**src/rtl/countdown_controller.sv**
```systemverilog
// countdown_controller
//   Sequencing FSM for the N-bit countdown shown on the two 7-segment
//   displays. A prescaler produces the count-step tick. Start and pause
//   buttons are edge-detected. A preset can be loaded while idle or paused.
//   Completion is flagged with done and a blinking blank request.
//
// Ports
//   clk        system clock
//   reset      synchronous, active-high reset
//   start_btn  start / resume / acknowledge (rising edge used)
//   pause_btn  pause / abort (rising edge used)
//   load_en    load load_val into count (IDLE and PAUSE only)
//   load_val   preset value
//   count      current count, to the display converters (registered)
//   tick       one-cycle pulse per count step (registered)
//   state      00 IDLE, 01 RUN, 10 PAUSE, 11 DONE (registered)
//   done       high while in DONE (registered)
//   blank      display blank request, toggles per tick in DONE (registered)
//
// Build option
//   COUNTDOWN_AUTO_RELOAD_EN: the counter never stops. Reaching zero pulses
//   done for one cycle, and the next tick wraps the count to 2^N-1. DONE is
//   never entered.
//
// state | meaning
// IDLE  | waiting for start; preset load allowed; prescaler cleared
// RUN   | prescaler running, count decrements on every tick
// PAUSE | count and prescaler frozen; start resumes, pause aborts
// DONE  | count held at 0, blank toggles per tick; start acknowledges

module countdown_controller #(
  parameter int N        = 6,
  parameter int PRESCALE = 50_000_000
) (
  input  logic         clk,
  input  logic         reset,
  input  logic         start_btn,
  input  logic         pause_btn,
  input  logic         load_en,
  input  logic [N-1:0] load_val,
  output logic [N-1:0] count,
  output logic         tick,
  output logic [1:0]   state,
  output logic         done,
  output logic         blank
);

  localparam int             PW         = $clog2(PRESCALE);
  localparam logic [PW-1:0]  PRESC_LAST = PW'(PRESCALE - 1);
  localparam logic [N-1:0]   CNT_MAX    = '1;
  localparam logic [N-1:0]   CNT_ONE    = N'(1);

  typedef enum logic [1:0] {
    S_IDLE  = 2'b00,
    S_RUN   = 2'b01,
    S_PAUSE = 2'b10,
    S_DONE  = 2'b11
  } state_t;

  state_t         state_q, state_d;
  logic [N-1:0]   count_q, count_d;
  logic [PW-1:0]  presc_q, presc_d;
  logic           tick_q, tick_d;
  logic           done_q, done_d;
  logic           blank_q, blank_d;
  logic           start_q, pause_q;
  logic           start_rise, pause_rise, step;
  logic [N-1:0]   idle_cnt;
`ifdef COUNTDOWN_AUTO_RELOAD_EN
  logic           done_pulse;
`endif

  always_comb begin
    start_rise = start_btn & ~start_q;
    pause_rise = pause_btn & ~pause_q;
    step       = ((state_q == S_RUN) || (state_q == S_DONE)) && (presc_q == PRESC_LAST);
    // In IDLE a start that coincides with a load is judged on the loaded value.
    idle_cnt   = load_en ? load_val : count_q;

    state_d = state_q;
    count_d = count_q;
    presc_d = presc_q;
    tick_d  = 1'b0;
    blank_d = blank_q;
`ifdef COUNTDOWN_AUTO_RELOAD_EN
    done_pulse = 1'b0;
`endif

    case (state_q)
      S_IDLE: begin
        presc_d = '0;
        count_d = idle_cnt;
        if (start_rise) begin
`ifdef COUNTDOWN_AUTO_RELOAD_EN
          state_d = S_RUN;
`else
          state_d = (idle_cnt != '0) ? S_RUN : S_DONE;
`endif
        end
      end

      S_RUN: begin
        presc_d = step ? '0 : presc_q + PW'(1);
        tick_d  = step;
        if (step) count_d = count_q - CNT_ONE;
`ifdef COUNTDOWN_AUTO_RELOAD_EN
        done_pulse = step && (count_q == CNT_ONE);
        if (pause_rise) state_d = S_PAUSE;
`else
        // Reaching zero takes precedence over a coincident pause. A zero
        // preset resumed from PAUSE also stops here instead of wrapping.
        if (step && (count_q <= CNT_ONE)) begin
          count_d = '0;
          state_d = S_DONE;
        end else if (pause_rise) begin
          state_d = S_PAUSE;
        end
`endif
      end

      S_PAUSE: begin
        if (load_en) count_d = load_val;
        if (start_rise) begin
          state_d = S_RUN;
        end else if (pause_rise) begin
          state_d = S_IDLE;
          count_d = CNT_MAX;
        end
      end

      S_DONE: begin
        presc_d = step ? '0 : presc_q + PW'(1);
        tick_d  = step;
        count_d = '0;
        if (step) blank_d = ~blank_q;
        if (start_rise) begin
          state_d = S_IDLE;
          count_d = CNT_MAX;
          blank_d = 1'b0;
          presc_d = '0;
        end
      end

      default: state_d = S_IDLE;
    endcase

`ifdef COUNTDOWN_AUTO_RELOAD_EN
    done_d = done_pulse;
`else
    done_d = (state_d == S_DONE);
`endif
  end

  always_ff @(posedge clk) begin
    if (reset) begin
      state_q <= S_IDLE;
      count_q <= CNT_MAX;
      presc_q <= '0;
      tick_q  <= 1'b0;
      done_q  <= 1'b0;
      blank_q <= 1'b0;
      start_q <= 1'b0;
      pause_q <= 1'b0;
    end else begin
      state_q <= state_d;
      count_q <= count_d;
      presc_q <= presc_d;
      tick_q  <= tick_d;
      done_q  <= done_d;
      blank_q <= blank_d;
      start_q <= start_btn;
      pause_q <= pause_btn;
    end
  end

  assign count = count_q;
  assign tick  = tick_q;
  assign state = state_q;
  assign done  = done_q;
  assign blank = blank_q;

endmodule

```
**config.mk**
```make
export PLATFORM = sky130hd
export DESIGN_NAME = countdown_controller
export DESIGN_NICKNAME = d
export VERILOG_FILES = /design/src/rtl/countdown_controller.sv
export SDC_FILE = /design/constraint.sdc
export NUM_CORES = 1
export LEC_CHECK = 0
export ABC_AREA = 0
export ABC_CLOCK_PERIOD_IN_PS = 1900
export BUFFER_PORTS_ARGS = -buffer_cell sky130_fd_sc_hd__buf_2
export CAP_MARGIN = 5
export CORE_MARGIN = 2
export CORE_UTILIZATION = 30
export DETAILED_ROUTE_END_ITERATION = 12
export SKIP_LAST_GASP = 1
export SLEW_MARGIN = 20
export SYNTH_ARGS = -nofsm -noshare
export SYNTH_HDL_FRONTEND = slang
export SYNTH_SLANG_ARGS = --single-unit
```
**constraint.sdc**
```tcl
create_clock -name clk -period 1.9 [get_ports clk]
set_clock_uncertainty 0.1 [all_clocks]
set_input_delay 0 -clock clk [delete_from_list [all_inputs] [get_ports clk]]
set_output_delay 0 -clock clk [all_outputs]
set_load 0.03 [all_outputs]
```
==> results of run 1 <==
## registers in the layout, summed over array words and instances (netlist names)
name     count
presc_q     26
count        6
state        2
blank        1
done         1
pause_q      1
start_q      1
tick         1
## cell type report
class,instances,area [um^2],share of cell area
inverters,9,33.8,0.0106
clock buffers,6,82.6,0.0260
flip-flops and latches,39,790,0.248
clock inverters,2,35.0,0.0110
repair buffers,72,523,0.164
well taps,102,128,0.0401
multi-input cells,231,1590,0.500
## worst register-to-register path: stages (launching register included)
cell and delay, ps:
sky130_fd_sc_hd__dfxtp_1 350, sky130_fd_sc_hd__buf_12 140, sky130_fd_sc_hd__or4_1 540, sky130_fd_sc_hd__nor2_1 150
sky130_fd_sc_hd__xnor2_1 90, sky130_fd_sc_hd__o311ai_1 280, sky130_fd_sc_hd__a21o_1 150
## layer usage
metal,vias up,wire length (um),GRT usage
met5,-,0,0
met4,0,84,0.0478
met3,6,140,0.0269
met2,28,3260,0.263
met1,1181,3250,0.208
li1,1218,-,-
## worst paths after layout
kind	slack (ps)	to	start	cells past startpoint
worst max register to register	60	count[5]	count[2]	6
worst min register to register	380	presc_q[20]	presc_q[20]	1
worst max-delay path	60	count[5]	count[2]	6
worst min-delay path	40	count[0]	load_val[0]	5
## power by group
| part | leakage (uW) | internal (uW) | switching [uW] |
|---|---|---|---|
| logic | 0.000802 | 163 | 218 |
| registers | 0.000320 | 842 | 22.1 |
| clock network | 0.0000612 | 426 | 323 |
| total | 0.00118 | 1430 | 563 |
## repair_timing
item / in CTS / in global routing
buffers inserted: 0 / 4
endpoints found under the hold margin: 5 / 0
resized for setup: 5 / 19
setup endpoints to repair: 8 / 27
pin swaps: 1 / 5
hold buffers: 5 / 0
cloned: 0 / 1
## metrics by stage
step	hold WS [ps]	cells	setup WS (ps)
CTS	38.4	456	17.6
floorplan	28.2	289	9.07
finish	42.3	461	56.2
global placement	140	443	-22.4
detailed placement	152	443	-57.1
global route	61.5	461	5.99
## cells in the mapped netlist (3+ instances only)
| cell type | instances |
|---|---|
| sky130_fd_sc_hd__clkbuf_1 | 7 |
| sky130_fd_sc_hd__o21a_1 | 5 |
| sky130_fd_sc_hd__nor2b_1 | 6 |
| sky130_fd_sc_hd__xnor2_1 | 7 |
| sky130_fd_sc_hd__a21o_1 | 4 |
| sky130_fd_sc_hd__nor3_1 | 7 |
| sky130_fd_sc_hd__inv_1 | 9 |
| sky130_fd_sc_hd__o211ai_1 | 3 |
| sky130_fd_sc_hd__nand3_1 | 18 |
| sky130_fd_sc_hd__nand2_1 | 20 |
| sky130_fd_sc_hd__mux2_2 | 3 |
| sky130_fd_sc_hd__o21ai_1 | 4 |
| sky130_fd_sc_hd__o21ai_0 | 17 |
| sky130_fd_sc_hd__mux2i_1 | 5 |
| sky130_fd_sc_hd__nand4_1 | 10 |
| sky130_fd_sc_hd__nor3b_1 | 3 |
| sky130_fd_sc_hd__and2_1 | 5 |
| sky130_fd_sc_hd__and3_1 | 5 |
| sky130_fd_sc_hd__xor2_1 | 7 |
| sky130_fd_sc_hd__ha_1 | 3 |
| sky130_fd_sc_hd__nor2_1 | 21 |
| sky130_fd_sc_hd__or3_1 | 3 |
| sky130_fd_sc_hd__dfxtp_1 | 39 |
| sky130_fd_sc_hd__nor4_1 | 6 |
| sky130_fd_sc_hd__a31oi_1 | 8 |
| sky130_fd_sc_hd__a21oi_1 | 19 |
| sky130_fd_sc_hd__nand2b_1 | 7 |
## cells in the final DEF (no fill, tap or decap), types with 3 or more instances in the layout
cell                            netlist  final
sky130_fd_sc_hd__o21ai_1              4      5
sky130_fd_sc_hd__mux2_2               3      3
sky130_fd_sc_hd__xnor2_1              7      7
sky130_fd_sc_hd__a21o_1               4      4
sky130_fd_sc_hd__or3_1                3      3
sky130_fd_sc_hd__dlygate4sd3_1        0      5
sky130_fd_sc_hd__dfxtp_1             39     32
sky130_fd_sc_hd__nor4_2               0      3
sky130_fd_sc_hd__nand4_1             10     10
sky130_fd_sc_hd__a31oi_1              8      8
sky130_fd_sc_hd__inv_1                9      9
sky130_fd_sc_hd__nor4_1               6      3
sky130_fd_sc_hd__nor2b_1              6      6
sky130_fd_sc_hd__buf_2                2     22
sky130_fd_sc_hd__nor2_1              21     21
sky130_fd_sc_hd__nand3_1             18     16
sky130_fd_sc_hd__buf_4                0     43
sky130_fd_sc_hd__nand2b_1             7      7
sky130_fd_sc_hd__o21ai_0             17     16
sky130_fd_sc_hd__xor2_1               7      7
sky130_fd_sc_hd__nor3b_1              3      3
sky130_fd_sc_hd__a21oi_1             19     18
sky130_fd_sc_hd__nor3_2               1      3
sky130_fd_sc_hd__and2_1               5      5
sky130_fd_sc_hd__and3_1               5      4
sky130_fd_sc_hd__o21a_1               5      5
sky130_fd_sc_hd__o211ai_1             3      3
sky130_fd_sc_hd__nand2_1             20     20
sky130_fd_sc_hd__mux2i_1              5      5
sky130_fd_sc_hd__clkbuf_8             0      6
sky130_fd_sc_hd__nor3_1               7      5
sky130_fd_sc_hd__dfxtp_2              0      7
## kinds of logic (layout without fill, tap and decap cells)
| group | after synthesis | after routing |
|---|---|---|
| and+or+nand+nor | 128 | 128 |
| AOI/OAI and AO/OA | 78 | 78 |
| DFF | 39 | 39 |
| buffers and inverters | 19 | 89 |
| xor gates and xnor gates | 14 | 14 |
| muxes | 8 | 8 |
| adders and majority gates | 3 | 3 |
==> load_flow_metrics.sql, run 1 <==
INSERT INTO impl_metrics (metric_group, metric, value, unit) VALUES
('synthesis', 'yosys.area_share.simple', '0.323', ''),
('synthesis', 'ys_seq_area_frac', '0.329', ''),
('detailed_routing', 'vias', '2433', ''),
('power_and_ir_drop', 'max-vdd-ir-drop', '251', 'uV'),
('detailed_routing', 'routed_wire_length_per_instance', '14.6', 'um'),
('cts', 'cts_max_path_buffers', '2', ''),
('worst_setup_path', 'crit_chain', 'buf_12 -> or4_1 -> nor2_1 -> xnor2_1 -> o311ai_1 -> a21o_1', ''),
('synthesis', 'ys_async_sr_fraction', '0', ''),
('detailed_routing', 'route.final.wire_length', '6740', 'um'),
('detailed_routing', 'drc_violations_left', '0', ''),
('grt', 'grt_antenna_before_repair', '0', ''),
('timing', 'timing.setup.tns', '0', 'ps'),
('worst_setup_path', 'endpoint_kind', 'flop', ''),
('cts', 'clk_pin_slew_worst_paths', '80', 'ps'),
('layout', 'antenna_cells_inserted', '0', ''),
('synthesis', 'synth_compound_area_frac', '0.211', ''),
('synthesis', 'dominantRegCellSynth', 'sky130_fd_sc_hd__dfxtp_1', ''),
('grt', 'grt_max_degree', '17', ''),
('cts', 'clock_insertion_delay_worst_skew', '300', 'ps'),
('synthesis', 'mappedNetlistNets', '303', ''),
('timing', 'finalSetupViolCount', '0', ''),
('timing', 'finalHoldViolations', '0', ''),
('grt', 'grt_pass1_wl', '11000', 'um'),
('worst_setup_path', 'crit_slowest_cell', 'sky130_fd_sc_hd__or4_1', ''),
('detailed_routing', 'first_pass_detailed_route_iteration_total', '4', ''),
('detailed_routing', 'initialDrtViolationCount', '168', ''),
('cts', 'clock_tree_from_tritoncts', 'done', ''),
('synthesis', 'synth_edf_count', '0', ''),
('cts', 'clock_tree.htree_level_count', '2', ''),
('synthesis', 'yosys.area_share.adder', '0.0158', ''),
('worst_setup_path', 'kind_of_start_point_of_the_critical_path', 'flop', ''),
('synthesis', 'main_combinational_cell_family_by_area_after_synthesis', 'simple AND/OR/NAND/NOR gates', ''),
('worst_setup_path', 'worstPathMaxFanout', '8', ''),
('detailed_routing', 'postRouteAntennaNets', '0', ''),
('timing', 'timing_max_transition_violations_final', '0', ''),
('synthesis', 'synthesis.area', '2370', 'um^2'),
('job', 'drv.max_cap_violation_count', '0', ''),
('synthesis', 'synth.top_cell.area_share', '0.329', ''),
('floorplanning', 'floorplan.initialDensity', '0.309', ''),
('floorplanning', 'die_height', '93.0', 'um'),
('cts', 'cts-root-buf', 'sky130_fd_sc_hd__clkbuf_8', ''),
('layout', 'fill_cells', '772', ''),
('layout', 'final_nets', '372', ''),
('worst_setup_path', 'path_buf_inv', '1', ''),
('timing', 'setup_repair_after_global_routing_missed_its_margin', 'no', ''),
('power_and_ir_drop', 'power', '1990', 'uW'),
('timing', 'fmax', '542', 'MHz'),
('placed_design', 'buffer_ports.inserted', '21', ''),
('synthesis', 'dominant_cells_by_area_after_synthesis', 'sky130_fd_sc_hd__dfxtp_1, sky130_fd_sc_hd__a21oi_1, sky130_fd_sc_hd__nand3_1, sky130_fd_sc_hd__o21ai_0, sky130_fd_sc_hd__nor2_1', ''),
('floorplanning', 'row_count', '32', ''),
('power_and_ir_drop', 'power_per_cell_area', '627', 'nW/um^2'),
('detailed_routing', 'vias_per_cell', '5.28', ''),
('cts', 'cts-buffers-inserted', '5', ''),
('grt', 'track_usage', '0.158', ''),
('synthesis', 'synth_cell_types', '56', ''),
('worst_setup_path', 'criticalPathCategory', 'flop to flop', ''),
('floorplanning', 'ioPinCount', '22', ''),
('timing', 'period_needed', '1840', 'ps'),
('layout', 'end_of_flow_core_utilization', '0.414', ''),
('timing', 'slew_headroom', '0.460', ''),
('synthesis', 'muxShareOfSynthArea', '0.0353', ''),
('timing', 'post-route-period-util', '0.970', ''),
('floorplanning', 'core_region_area', '7690', 'um^2'),
('placed_design', 'hpwl', '5000', 'um'),
('placed_design', 'gp_congestion', '0.846', ''),
('worst_setup_path', 'critical_path.top_delay_family', 'simple AND/OR/NAND/NOR gates', ''),
('synthesis', 'postSynthCellCount', '289', ''),
('worst_setup_path', 'worst_ep_required_time', '2050', 'ps'),
('synthesis', 'xor_xnor_fraction_of_synth_area', '0.0517', ''),
('layout', 'layout-drive-gt1-share', '0.309', ''),
('status', 'run_status', 'finished clean', '');
No activity file was read; power rests on OpenSTA's default activity.
==> inputs of run 2 (changes only) <==
--- a/config.mk
+++ b/config.mk
@@ -10,8 +10,9 @@
 export BUFFER_PORTS_ARGS = -buffer_cell sky130_fd_sc_hd__buf_2
 export CAP_MARGIN = 5
 export CORE_MARGIN = 2
-export CORE_UTILIZATION = 30
+export CORE_UTILIZATION = 53
 export DETAILED_ROUTE_END_ITERATION = 12
+export PLACE_DENSITY = 0.75
 export SKIP_LAST_GASP = 1
 export SLEW_MARGIN = 20
 export SYNTH_ARGS = -nofsm -noshare
==> run 2 against run 1 <==
Against the previous run:
- count of clock-buffer cells in the layout decreased by 1
- final cell count decreased by 11%
- core utilization is 30 points higher
- non-clock buffer count is 2 lower
- worst hold slack improved by 38 ps
- largest cell class unchanged
- sequential share of layout area grew 0.67 points
- largest power group unchanged
- flip-flop and latch count unchanged
- critical path depth unchanged
- worst setup slack improved by 2.4 ps
==> load_flow_metrics.sql, run 2 (synthesis results as in run 1) <==
INSERT INTO impl_metrics (metric_group, metric, value, unit) VALUES
('status', 'run_status', 'finished clean', ''),
('grt', 'grt_antenna_before_repair', '0', ''),
('worst_setup_path', 'timing.critical_path.arrival', '1950', 'ps'),
('power_and_ir_drop', 'power_per_cell_area', '627', 'nW/um^2'),
('worst_setup_path', 'endpoint_kind', 'flop', ''),
('grt', 'track_usage', '0.282', ''),
('cts', 'cts-buffers-inserted', '5', ''),
('detailed_routing', 'initialDrtViolationCount', '174', ''),
('hold_path', 'hold_class', 'input port to flop', ''),
('placed_design', 'buffer_ports.inserted', '21', ''),
('timing', 'fin_ws', '58.6', 'ps'),
('detailed_routing', 'vias', '2490', ''),
('job', 'drv.max_cap_violation_count', '0', ''),
('worst_setup_path', 'worst_r2r_start', 'presc_q[0]', ''),
('worst_setup_path', 'critical_path.reg2reg.endpoint', 'tick', ''),
('worst_setup_path', 'critical_path.most_common_cell', 'sky130_fd_sc_hd__nand4_1', ''),
('cts', 'clock_insertion_delay_worst_skew', '290', 'ps'),
('grt', 'grt_pass1_vias', '2368', ''),
('floorplanning', 'die-area', '5030', 'um^2'),
('layout', 'layout_common_cells', 'sky130_fd_sc_hd__buf_4, sky130_fd_sc_hd__dfxtp_1, sky130_fd_sc_hd__buf_2', ''),
('worst_setup_path', 'crit_chain', 'ha_2 -> nand4_1 -> nor3_2 -> nand4_1 -> buf_4 -> nor3b_1', ''),
('timing', 'transition_at_the_pin_with_the_smallest_max_transition_slack', '770', 'ps'),
('timing', 'setup_repair_after_global_routing_missed_its_margin', 'yes', ''),
('layout', 'final_nets', '370', ''),
('placed_design', 'hpwl', '5010', 'um'),
('worst_setup_path', 'kind_of_start_point_of_the_critical_path', 'flop', ''),
('timing', 'fmax', '543', 'MHz'),
('power_and_ir_drop', 'total_leakage_power', '0.00117', 'uW'),
('placed_design', 'gp_congestion', '0.999', ''),
('cts', 'cts-root-buf', 'sky130_fd_sc_hd__clkbuf_8', ''),
('worst_setup_path', 'worst_ep_required_time', '2010', 'ps'),
('layout', 'layout.cells.most_common', 'sky130_fd_sc_hd__buf_4', ''),
('hold_path', 'timing.hold.worst.start', 'load_val[0]', ''),
('layout', 'layout-drive-gt1-share', '0.301', ''),
('timing', 'period_needed', '1840', 'ps'),
('power_and_ir_drop', 'max-vdd-ir-drop', '512', 'uV'),
('floorplanning', 'die_height', '70.9', 'um'),
('layout', 'layout_overhead_on_the_synthesized_area', '29.8', '%'),
('timing', 'holdWs', '80.7', 'ps'),
('worst_setup_path', 'crit_slowest_cell', 'sky130_fd_sc_hd__dfxtp_1', ''),
('worst_setup_path', 'timing.reg2reg.worst_path_depth', '6', ''),
('floorplanning', 'core_region_area', '4320', 'um^2'),
('timing', 'timing.setup.tns', '0', 'ps'),
('timing', 'timing_max_transition_violations_final', '0', ''),
('layout', 'flip_flop_count_of_the_largest_register_all_copies_and_words_added', '26', ''),
('floorplanning', 'row_count', '24', ''),
('worst_setup_path', 'critical_path.max_stage_delay', '340', 'ps'),
('worst_setup_path', 'criticalPathCategory', 'flop to flop', ''),
('detailed_routing', 'vias_per_cell', '6.10', ''),
('floorplanning', 'floorplan.initialDensity', '0.549', ''),
('grt', 'grt_pass1_wl', '11400', 'um'),
('floorplanning', 'chipWidth', '70.9', 'um'),
('grt', 'grt_max_degree', '17', ''),
('timing', 'slew_headroom', '0.485', ''),
('floorplanning', 'ioPinCount', '22', ''),
('cts', 'cts_num_sinks', '39', ''),
('placed_design', 'detailedPlace.worstSlack', '-39.2', 'ps'),
('power_and_ir_drop', 'power', '1930', 'uW'),
('layout', 'final_cell_area', '3080', 'um^2'),
('timing', 'finalHoldViolations', '0', ''),
('worst_setup_path', 'worstPathMaxFanout', '3', ''),
('timing', 'finalSetupViolCount', '0', ''),
('detailed_routing', 'routed_wire_length_per_instance', '16.8', 'um'),
('cts', 'cts_max_path_buffers', '2', ''),
('placed_design', 'postPlaceCellArea', '2820', 'um^2'),
('detailed_routing', 'route.final.wire_length', '6860', 'um'),
('cts', 'clk_pin_slew_worst_paths', '80', 'ps'),
('detailed_routing', 'postRouteAntennaNets', '0', ''),
('hold_path', 'hold-path-endpoint', 'count[0]', ''),
('timing', 'post-route-period-util', '0.969', ''),
('detailed_routing', 'first_pass_detailed_route_iteration_total', '5', ''),
('cts', 'clock_tree_from_tritoncts', 'done', ''),
('worst_setup_path', 'timing.reg2reg.setup_slack', '60', 'ps'),
('detailed_routing', 'drc_violations_left', '0', ''),
('layout', 'top_register', 'presc_q', ''),
('grt', 'grt-ovfl-total', '0', ''),
('layout', 'antenna_cells_inserted', '0', ''),
('cts', 'clock_tree.htree_level_count', '2', ''),
('hold_path', 'min_delay_path_depth', '5', '');
## run 2: changes by cell type in the layout (fill, tap and decap cells not counted), sizes merged
| cell | before | now |
|---|---|---|
| buf | 67 | 65 |
| clkbuf | 6 | 5 |
| clkinv | 1 | 0 |
| clkinvlp | 0 | 1 |
## run 2: metrics by stage
| step | std cells | utilization |
|---|---|---|
| after CTS | 406 | 0.690 |
| final | 408 | 0.713 |
| after global placement | 394 | 0.653 |
| after detailed placement | 394 | 0.653 |
| after floorplan | 289 | - |
| after global routing | 408 | 0.713 |
## run 2: worst max-delay path by stage
stage                       end       start  slack (ps)  cells after the start
floorplan              count[2]    count[2]           9                      6
global placement     presc_q[8]  presc_q[0]          50                      6
detailed placement   presc_q[8]  presc_q[0]         -40                      6
CTS                 presc_q[21]  presc_q[7]          20                      6
global route               tick  presc_q[0]        -100                      6
finish                     tick  presc_q[0]          60                      6
## run 2: metal layers
layer  track usage  part of all wire  up-vias
li1              -                 -     1208
met1         0.374              0.45     1175
met2         0.469              0.48       95
met3        0.0499             0.056       12
met4        0.0901             0.019        0
met5             0                 0        -
## run 2: where the power goes
part	switching [uW]	total [uW]	internal (uW)	leakage (uW)
sequential	25.3	867	841	0.000319
clock	310	694	384	0.0000502
combinational	218	373	155	0.000804
## run 2: critical path, delay by kind of cell (launching register included)
kind,cells,cell delay [ps]
DFF,1,340
adders and majority gates,1,200
buffers and inverters,1,210
and+or+nand+nor,4,890
## run 2: repair_timing
action                                  4_1_cts  5_1_grt
buffers inserted                              0        2
hold endpoints to repair                      6        0
gates resized for setup                       1       22
pin swaps                                     0        8
endpoints found under the setup margin        7       30
hold buffers                                  5        0
## run 2: cell type report
class | count | area (um^2)
Multi-Input combinational cell | 231 | 1590
Sequential cell | 39 | 786
Clock buffer | 5 | 68.8
Inverter | 9 | 33.8
Clock inverter | 2 | 37.5
Tap cell | 52 | 65.1
Fill cell | 353 | 1240
Timing Repair Buffer | 70 | 498
